$ cat src/rtl/multicycle_control_fsm.sv
// multicycle_control_fsm
//   Sequencer for a multi-cycle MIPS datapath in which PC, IR, A/B and ALUOut
//   are registers. Each instruction is stepped through fetch, decode, execute,
//   memory and write-back states. All datapath strobes are decoded from the
//   current state plus mem_ready_i and zero_i.
//
//   Memory accesses in FETCH, MEM_RD and MEM_WR wait for mem_ready_i. A wait
//   counter aborts the access with a one-cycle bus_error_o pulse after
//   MEM_TIMEOUT unready cycles. The sequencer then returns to FETCH, and the
//   same PC is fetched again.
//
// Ports
//   clk, reset        rising-edge clock, synchronous active-high reset
//   opcode_i[5:0]     IR[31:26]; must be stable from DECODE to instruction end
//   zero_i            ALU zero flag (branch decision)
//   mem_ready_i       memory access completes this cycle
//   pc_write_o, ir_write_o, i_or_d_o, mem_read_o, mem_write_o, mem_to_reg_o,
//   reg_dst_o, reg_write_o, alu_src_a_o, alu_src_b_o[1:0], alu_op_o[3:0],
//   pc_source_o[1:0]  datapath strobes and mux selects
//   instr_done_o      pulse on the last cycle of each instruction
//   illegal_o         pulse when DECODE sees an unsupported opcode
//   bus_error_o       pulse when a memory access times out
//   state_o[3:0]      current state, for debug
module multicycle_control_fsm #(
  parameter int MEM_TIMEOUT = 15
) (
  input  logic       clk,
  input  logic       reset,
  input  logic [5:0] opcode_i,
  input  logic       zero_i,
  input  logic       mem_ready_i,
  output logic       pc_write_o,
  output logic       ir_write_o,
  output logic       i_or_d_o,
  output logic       mem_read_o,
  output logic       mem_write_o,
  output logic       mem_to_reg_o,
  output logic       reg_dst_o,
  output logic       reg_write_o,
  output logic       alu_src_a_o,
  output logic [1:0] alu_src_b_o,
  output logic [3:0] alu_op_o,
  output logic [1:0] pc_source_o,
  output logic       instr_done_o,
  output logic       illegal_o,
  output logic       bus_error_o,
  output logic [3:0] state_o
);

  localparam int CNT_W = $clog2(MEM_TIMEOUT + 1);

  localparam logic [5:0] OP_RTYPE = 6'h00;
  localparam logic [5:0] OP_J     = 6'h02;
  localparam logic [5:0] OP_BEQ   = 6'h04;
  localparam logic [5:0] OP_BNE   = 6'h05;
  localparam logic [5:0] OP_ADDI  = 6'h08;
  localparam logic [5:0] OP_ANDI  = 6'h0C;
  localparam logic [5:0] OP_ORI   = 6'h0D;
  localparam logic [5:0] OP_LW    = 6'h23;
  localparam logic [5:0] OP_SW    = 6'h2B;

  localparam logic [3:0] ALU_ADD = 4'b0000;
  localparam logic [3:0] ALU_SUB = 4'b0001;
  localparam logic [3:0] ALU_OR  = 4'b0011;
  localparam logic [3:0] ALU_AND = 4'b0100;
  localparam logic [3:0] ALU_R   = 4'b0111;

  typedef enum logic [3:0] {
    FETCH    = 4'd0,
    DECODE   = 4'd1,
    MEM_ADDR = 4'd2,
    MEM_RD   = 4'd3,
    MEM_WB   = 4'd4,
    MEM_WR   = 4'd5,
    R_EXEC   = 4'd6,
    R_WB     = 4'd7,
    I_EXEC   = 4'd8,
    I_WB     = 4'd9,
    BRANCH   = 4'd10,
    JUMP     = 4'd11
  } state_t;

  state_t           state;
  state_t           next_state;
  logic [CNT_W-1:0] wait_cnt;
  logic             waiting;
  logic             timeout;

  // ALU function for the immediate arithmetic/logic group
  function automatic logic [3:0] imm_alu_op(input logic [5:0] op);
    case (op)
      OP_ORI:  return ALU_OR;
      OP_ANDI: return ALU_AND;
      default: return ALU_ADD;
    endcase
  endfunction

  assign waiting = (state == FETCH) || (state == MEM_RD) || (state == MEM_WR);
  // Ready arriving on the limit cycle wins over the timeout
  assign timeout = waiting && !mem_ready_i && (wait_cnt == CNT_W'(MEM_TIMEOUT));

  always_ff @(posedge clk) begin
    if (reset) begin
      state    <= FETCH;
      wait_cnt <= '0;
    end else begin
      state <= next_state;
      // A timeout in FETCH keeps the state, so it must clear explicitly
      if ((next_state != state) || timeout)
        wait_cnt <= '0;
      else if (waiting && !mem_ready_i)
        wait_cnt <= wait_cnt + CNT_W'(1);
    end
  end

  always_comb begin
    next_state   = state;
    pc_write_o   = 1'b0;
    ir_write_o   = 1'b0;
    i_or_d_o     = 1'b0;
    mem_read_o   = 1'b0;
    mem_write_o  = 1'b0;
    mem_to_reg_o = 1'b0;
    reg_dst_o    = 1'b0;
    reg_write_o  = 1'b0;
    alu_src_a_o  = 1'b0;
    alu_src_b_o  = 2'b00;
    alu_op_o     = ALU_ADD;
    pc_source_o  = 2'b00;
    instr_done_o = 1'b0;
    illegal_o    = 1'b0;
    bus_error_o  = 1'b0;
    state_o      = state;

    case (state)
      FETCH: begin
        // PC+4 is computed in the ALU while the instruction is read
        mem_read_o  = 1'b1;
        alu_src_b_o = 2'b01;
        if (mem_ready_i) begin
          ir_write_o = 1'b1;
          pc_write_o = 1'b1;
          next_state = DECODE;
        end else if (timeout) begin
          bus_error_o = 1'b1;
        end
      end
      DECODE: begin
        // Branch target is speculatively computed into ALUOut
        alu_src_b_o = 2'b11;
        case (opcode_i)
          OP_RTYPE:                 next_state = R_EXEC;
          OP_ADDI, OP_ORI, OP_ANDI: next_state = I_EXEC;
          OP_LW, OP_SW:             next_state = MEM_ADDR;
          OP_BEQ, OP_BNE:           next_state = BRANCH;
          OP_J:                     next_state = JUMP;
          default: begin
            illegal_o  = 1'b1;
            next_state = FETCH;
          end
        endcase
      end
      MEM_ADDR: begin
        alu_src_a_o = 1'b1;
        alu_src_b_o = 2'b10;
        next_state  = (opcode_i == OP_LW) ? MEM_RD : MEM_WR;
      end
      MEM_RD: begin
        mem_read_o = 1'b1;
        i_or_d_o   = 1'b1;
        if (mem_ready_i) begin
          next_state = MEM_WB;
        end else if (timeout) begin
          bus_error_o = 1'b1;
          next_state  = FETCH;
        end
      end
      MEM_WB: begin
        mem_to_reg_o = 1'b1;
        reg_write_o  = 1'b1;
        instr_done_o = 1'b1;
        next_state   = FETCH;
      end
      MEM_WR: begin
        mem_write_o = 1'b1;
        i_or_d_o    = 1'b1;
        if (mem_ready_i) begin
          instr_done_o = 1'b1;
          next_state   = FETCH;
        end else if (timeout) begin
          bus_error_o = 1'b1;
          next_state  = FETCH;
        end
      end
      R_EXEC: begin
        alu_src_a_o = 1'b1;
        alu_op_o    = ALU_R;
        next_state  = R_WB;
      end
      R_WB: begin
        reg_dst_o    = 1'b1;
        reg_write_o  = 1'b1;
        alu_op_o     = ALU_R;
        instr_done_o = 1'b1;
        next_state   = FETCH;
      end
      I_EXEC: begin
        alu_src_a_o = 1'b1;
        alu_src_b_o = 2'b10;
        alu_op_o    = imm_alu_op(opcode_i);
        next_state  = I_WB;
      end
      I_WB: begin
        // ALU inputs are held so ALUOut-free write-back still sees the result
        alu_src_a_o  = 1'b1;
        alu_src_b_o  = 2'b10;
        alu_op_o     = imm_alu_op(opcode_i);
        reg_write_o  = 1'b1;
        instr_done_o = 1'b1;
        next_state   = FETCH;
      end
      BRANCH: begin
        alu_src_a_o  = 1'b1;
        alu_op_o     = ALU_SUB;
        pc_source_o  = 2'b01;
        pc_write_o   = (opcode_i == OP_BEQ) ? zero_i : ~zero_i;
        instr_done_o = 1'b1;
        next_state   = FETCH;
      end
      JUMP: begin
        pc_source_o  = 2'b10;
        pc_write_o   = 1'b1;
        instr_done_o = 1'b1;
        next_state   = FETCH;
      end
      default: next_state = FETCH;
    endcase

    // Reset aborts the instruction; no strobe may fire in the reset cycle
    if (reset) begin
      pc_write_o   = 1'b0;
      ir_write_o   = 1'b0;
      i_or_d_o     = 1'b0;
      mem_read_o   = 1'b0;
      mem_write_o  = 1'b0;
      mem_to_reg_o = 1'b0;
      reg_dst_o    = 1'b0;
      reg_write_o  = 1'b0;
      alu_src_a_o  = 1'b0;
      alu_src_b_o  = 2'b00;
      alu_op_o     = ALU_ADD;
      pc_source_o  = 2'b00;
      instr_done_o = 1'b0;
      illegal_o    = 1'b0;
      bus_error_o  = 1'b0;
      state_o      = 4'd0;
    end
  end

endmodule

$ cat config.mk
export PLATFORM = sky130hd
export DESIGN_NAME = multicycle_control_fsm
export DESIGN_NICKNAME = d
export VERILOG_FILES = /design/src/rtl/multicycle_control_fsm.sv
export SDC_FILE = /design/constraint.sdc
export NUM_CORES = 1
export LEC_CHECK = 0
export CAP_MARGIN = 20
export CORE_UTILIZATION = 44
export DETAILED_ROUTE_END_ITERATION = 10
export PLACE_DENSITY = 0.79
export SYNTH_ARGS = -nofsm -noshare
export SYNTH_HDL_FRONTEND = slang
export SYNTH_SLANG_ARGS = --single-unit
$ cat constraint.sdc
create_clock -name clk -period 1.9 [get_ports clk]
set_input_delay 0.285 -clock clk [delete_from_list [all_inputs] [get_ports clk]]
set_output_delay 0.285 -clock clk [all_outputs]
set_load 0.02 [all_outputs]
==> metrics.csv <==
metric;value;unit
hold buffers post-CTS;0;
FF-to-FF Start;state[2];
Fmax achieved;0.5209;GHz
Die Wd;48.40;µm
syn_nets;148;
Gate Count Post-Synth;137;
slowest CP cell;dfxtp_4;
endpoints failing setup;1;
VDD IR max;0.4359;mV
Worst Hold Path Cells;2;
Vias;1406;
CTS tree;yes;
worst reg2reg path endpoint;wait_cnt[3];
CP cell instances;nor3_2, nand4_1, a211o_1, o21ai_2, buf_4;
clk sinks;8;
PwrDens;321.9;nW/µm²
dpl ws;-0.5760;ns
synthesized area;947.2;µm²
FP Rows;16;
final wirelength;3940;µm
Fin. Hold Viols;0;
post-synthesis async set-or-reset flop share;0;%
top-count cell post-synth;nor2_1;
CP Launch Type;register;
Leakage;0.7594;nW
Core Footprint;2002;µm²
CP Data Required Time;1.62;ns
initial antenna violation count;0;
Period Utilization, post-route;101.0;%
Critical Path Max Stage Delay;0.38;ns
crit end category;output port;
CP arrival;1.63;ns
clock transition at the registers of the reported paths;0.06;ns
hpwl dp;2501;µm
FILL cells;107;
H-tree levels;1;
Bufs on Longest Clock Path;2;
placed instance area;1553;µm²
Clk Latency, worst-skew pair;0.27;ns
post-route insts no fill;230;
FF+latch area;170.2;µm²
Synth Register Bits;8;
Setup Skew;0.007369;ns
RSZ-0062 raised after global routing;true;
crit path max fanout;6;
grt ovf;0;
Multi-input gate area;847.1;µm²
WHS;0.5651;ns
R2R depth;7;
Main synth FF type;dfxtp_1;
layout cells sized above 1;45.81;%
min cycle time layout;1.920;ns
Crit path buffers/inverters;1;
maxcap violations;0;
vias in the first global route;1298;
kind of critical path;reg2out;
CP endpoint;alu_op_o[2];
Placed Instances;224;
Layout Area Growth over Synthesis;77.54;%
critical path's top delay family;simple AND/OR/NAND/NOR gates;
router iterations before antenna repair;4;
pin count of the biggest net entering global routing;15;
stages on the worst setup path;5;
initial DRC count;61;
Setup WS post-layout;-0.01977;ns
max-slew violations;0;
Mean Syn Cell Area;6.914;µm²
die area;2342;µm²
GR Util All Layers;33.42;%
largest cells by area after synthesis;dfxtp_1, nor3_1, nor2_1;
wire per inst;17.13;µm
Worst setup startpoint;state[1];
yosys synthesis warning count;0;
Hold Path Class;reg2reg;
first-pass GRT wire length;6058;µm
Vias/cell;6.113;
Antenna Cells;0;
Initial Util;47.31;%
Die Ht;48.40;µm
count of different cell masters after synthesis;47;
outcome;complete, but fails checks;
final antenna-violating net count;0;
Post-synth top cells;nor2_1, nor3_1, nand2_1;
Post-route DRC;0;
Finished Cell Area;1682;µm²
slack of the worst reg-to-reg path;0.07;ns
post-synthesis sequential area ratio;16.91;%
Post-synth EDFFs;0;
IO Count;34;
GPL Wtd Cong;0.8527;
top-area cell type share of the netlist area;16.91;%
leading area contributor after synthesis;dfxtp_1;
failing checks;setup timing;
Final #Nets;216;
clk root buf;clkbuf_4;
port buffer count;32;
Power Total;0.5413;mW
TritonCTS Buffers;3;
layer usage:
layer / GRT usage (%) / share of wire, % / up-vias
met3: 4.088 / 7.6 / 23
met2: 59.15 / 49 / 100
met1: 40.69 / 40 / 648
met4: 13.73 / 4.0 / 0
li1: - / - / 635
met5: 0 / 0 / -
cell usage in the layout, fill, tap and decap left out, types with 4 or more instances in the layout:
| master | instances |
|---|---|
| a21oi_1 | 6 |
| buf_2 | 6 |
| buf_4 | 44 |
| clkbuf_2 | 4 |
| dfxtp_1 | 4 |
| dlygate4sd2_1 | 10 |
| nand2_1 | 9 |
| nand2b_1 | 5 |
| nor2_1 | 13 |
| nor2b_1 | 5 |
| nor3_1 | 8 |
| nor4_1 | 4 |
| o21ai_0 | 4 |
per-stage QoR:
step | setup TNS [ns] | utilization, %
detailed placement | -9.039 | 77.56
CTS | -0.01049 | 80.75
finish | -0.01977 | 84.00
global placement | -7.473 | 77.56
global route | -0.2350 | 84.00
floorplan | -0.02943 | -
tightest hold or removal path, cell delays in order, from the launching register on:
cell and delay, ns:
dfxtp_1 0.36, nand2_1 0.10, a211oi_2 0.06
area by class of cell:
type | count | share of cell area, %
tap | 27 | 2.009
inverter | 3 | 0.6696
multi-input combinational | 114 | 50.37
sequential | 8 | 10.12
clock buffer | 3 | 1.339
timing repair buffer | 75 | 35.49
worst min path at each step:
stage                start     endpoint  slack [ns]
6_report       wait_cnt[2]  wait_cnt[2]        0.57
5_1_grt              reset     state[3]        0.57
4_1_cts        wait_cnt[2]  wait_cnt[2]        0.52
3_5_place_dp   wait_cnt[2]  wait_cnt[2]        0.52
3_3_place_gp   wait_cnt[2]  wait_cnt[2]        0.50
2_1_floorplan  opcode_i[4]     state[1]        0.45
power by group:
part           total [mW]  switching, mW  internal, mW  leakage [nW]
Sequential          0.176        0.00624         0.170        0.0673
Clock               0.141         0.0684        0.0730        0.0138
Combinational       0.224          0.118         0.106         0.678
Total               0.541          0.192         0.349         0.759
registers in the layout (all words and copies together), names as in the netlist:
signal,cells
state,4
wait_cnt,4
repair_timing:
action	CTS	global route
pin swaps	8	5
setup endpoints to repair	28	23
buffers inserted	0	3
resized for setup	96	29
logic make-up (layout without fill, tap and decap cells):
logic type / Yosys count / in the layout / share of synthesized area, %
buf+inv: 15 / 81 / 7.661
xor+xnor: 5 / 5 / 4.624
other cells: 1 / 1 / 0.3959
flops: 8 / 8 / 16.91
fa+ha+maj: 2 / 2 / 2.378
mux: 2 / 2 / 2.114
simple gates: 70 / 70 / 38.97
compound gates: 34 / 34 / 26.95
(Power assumes the default switching activity.)
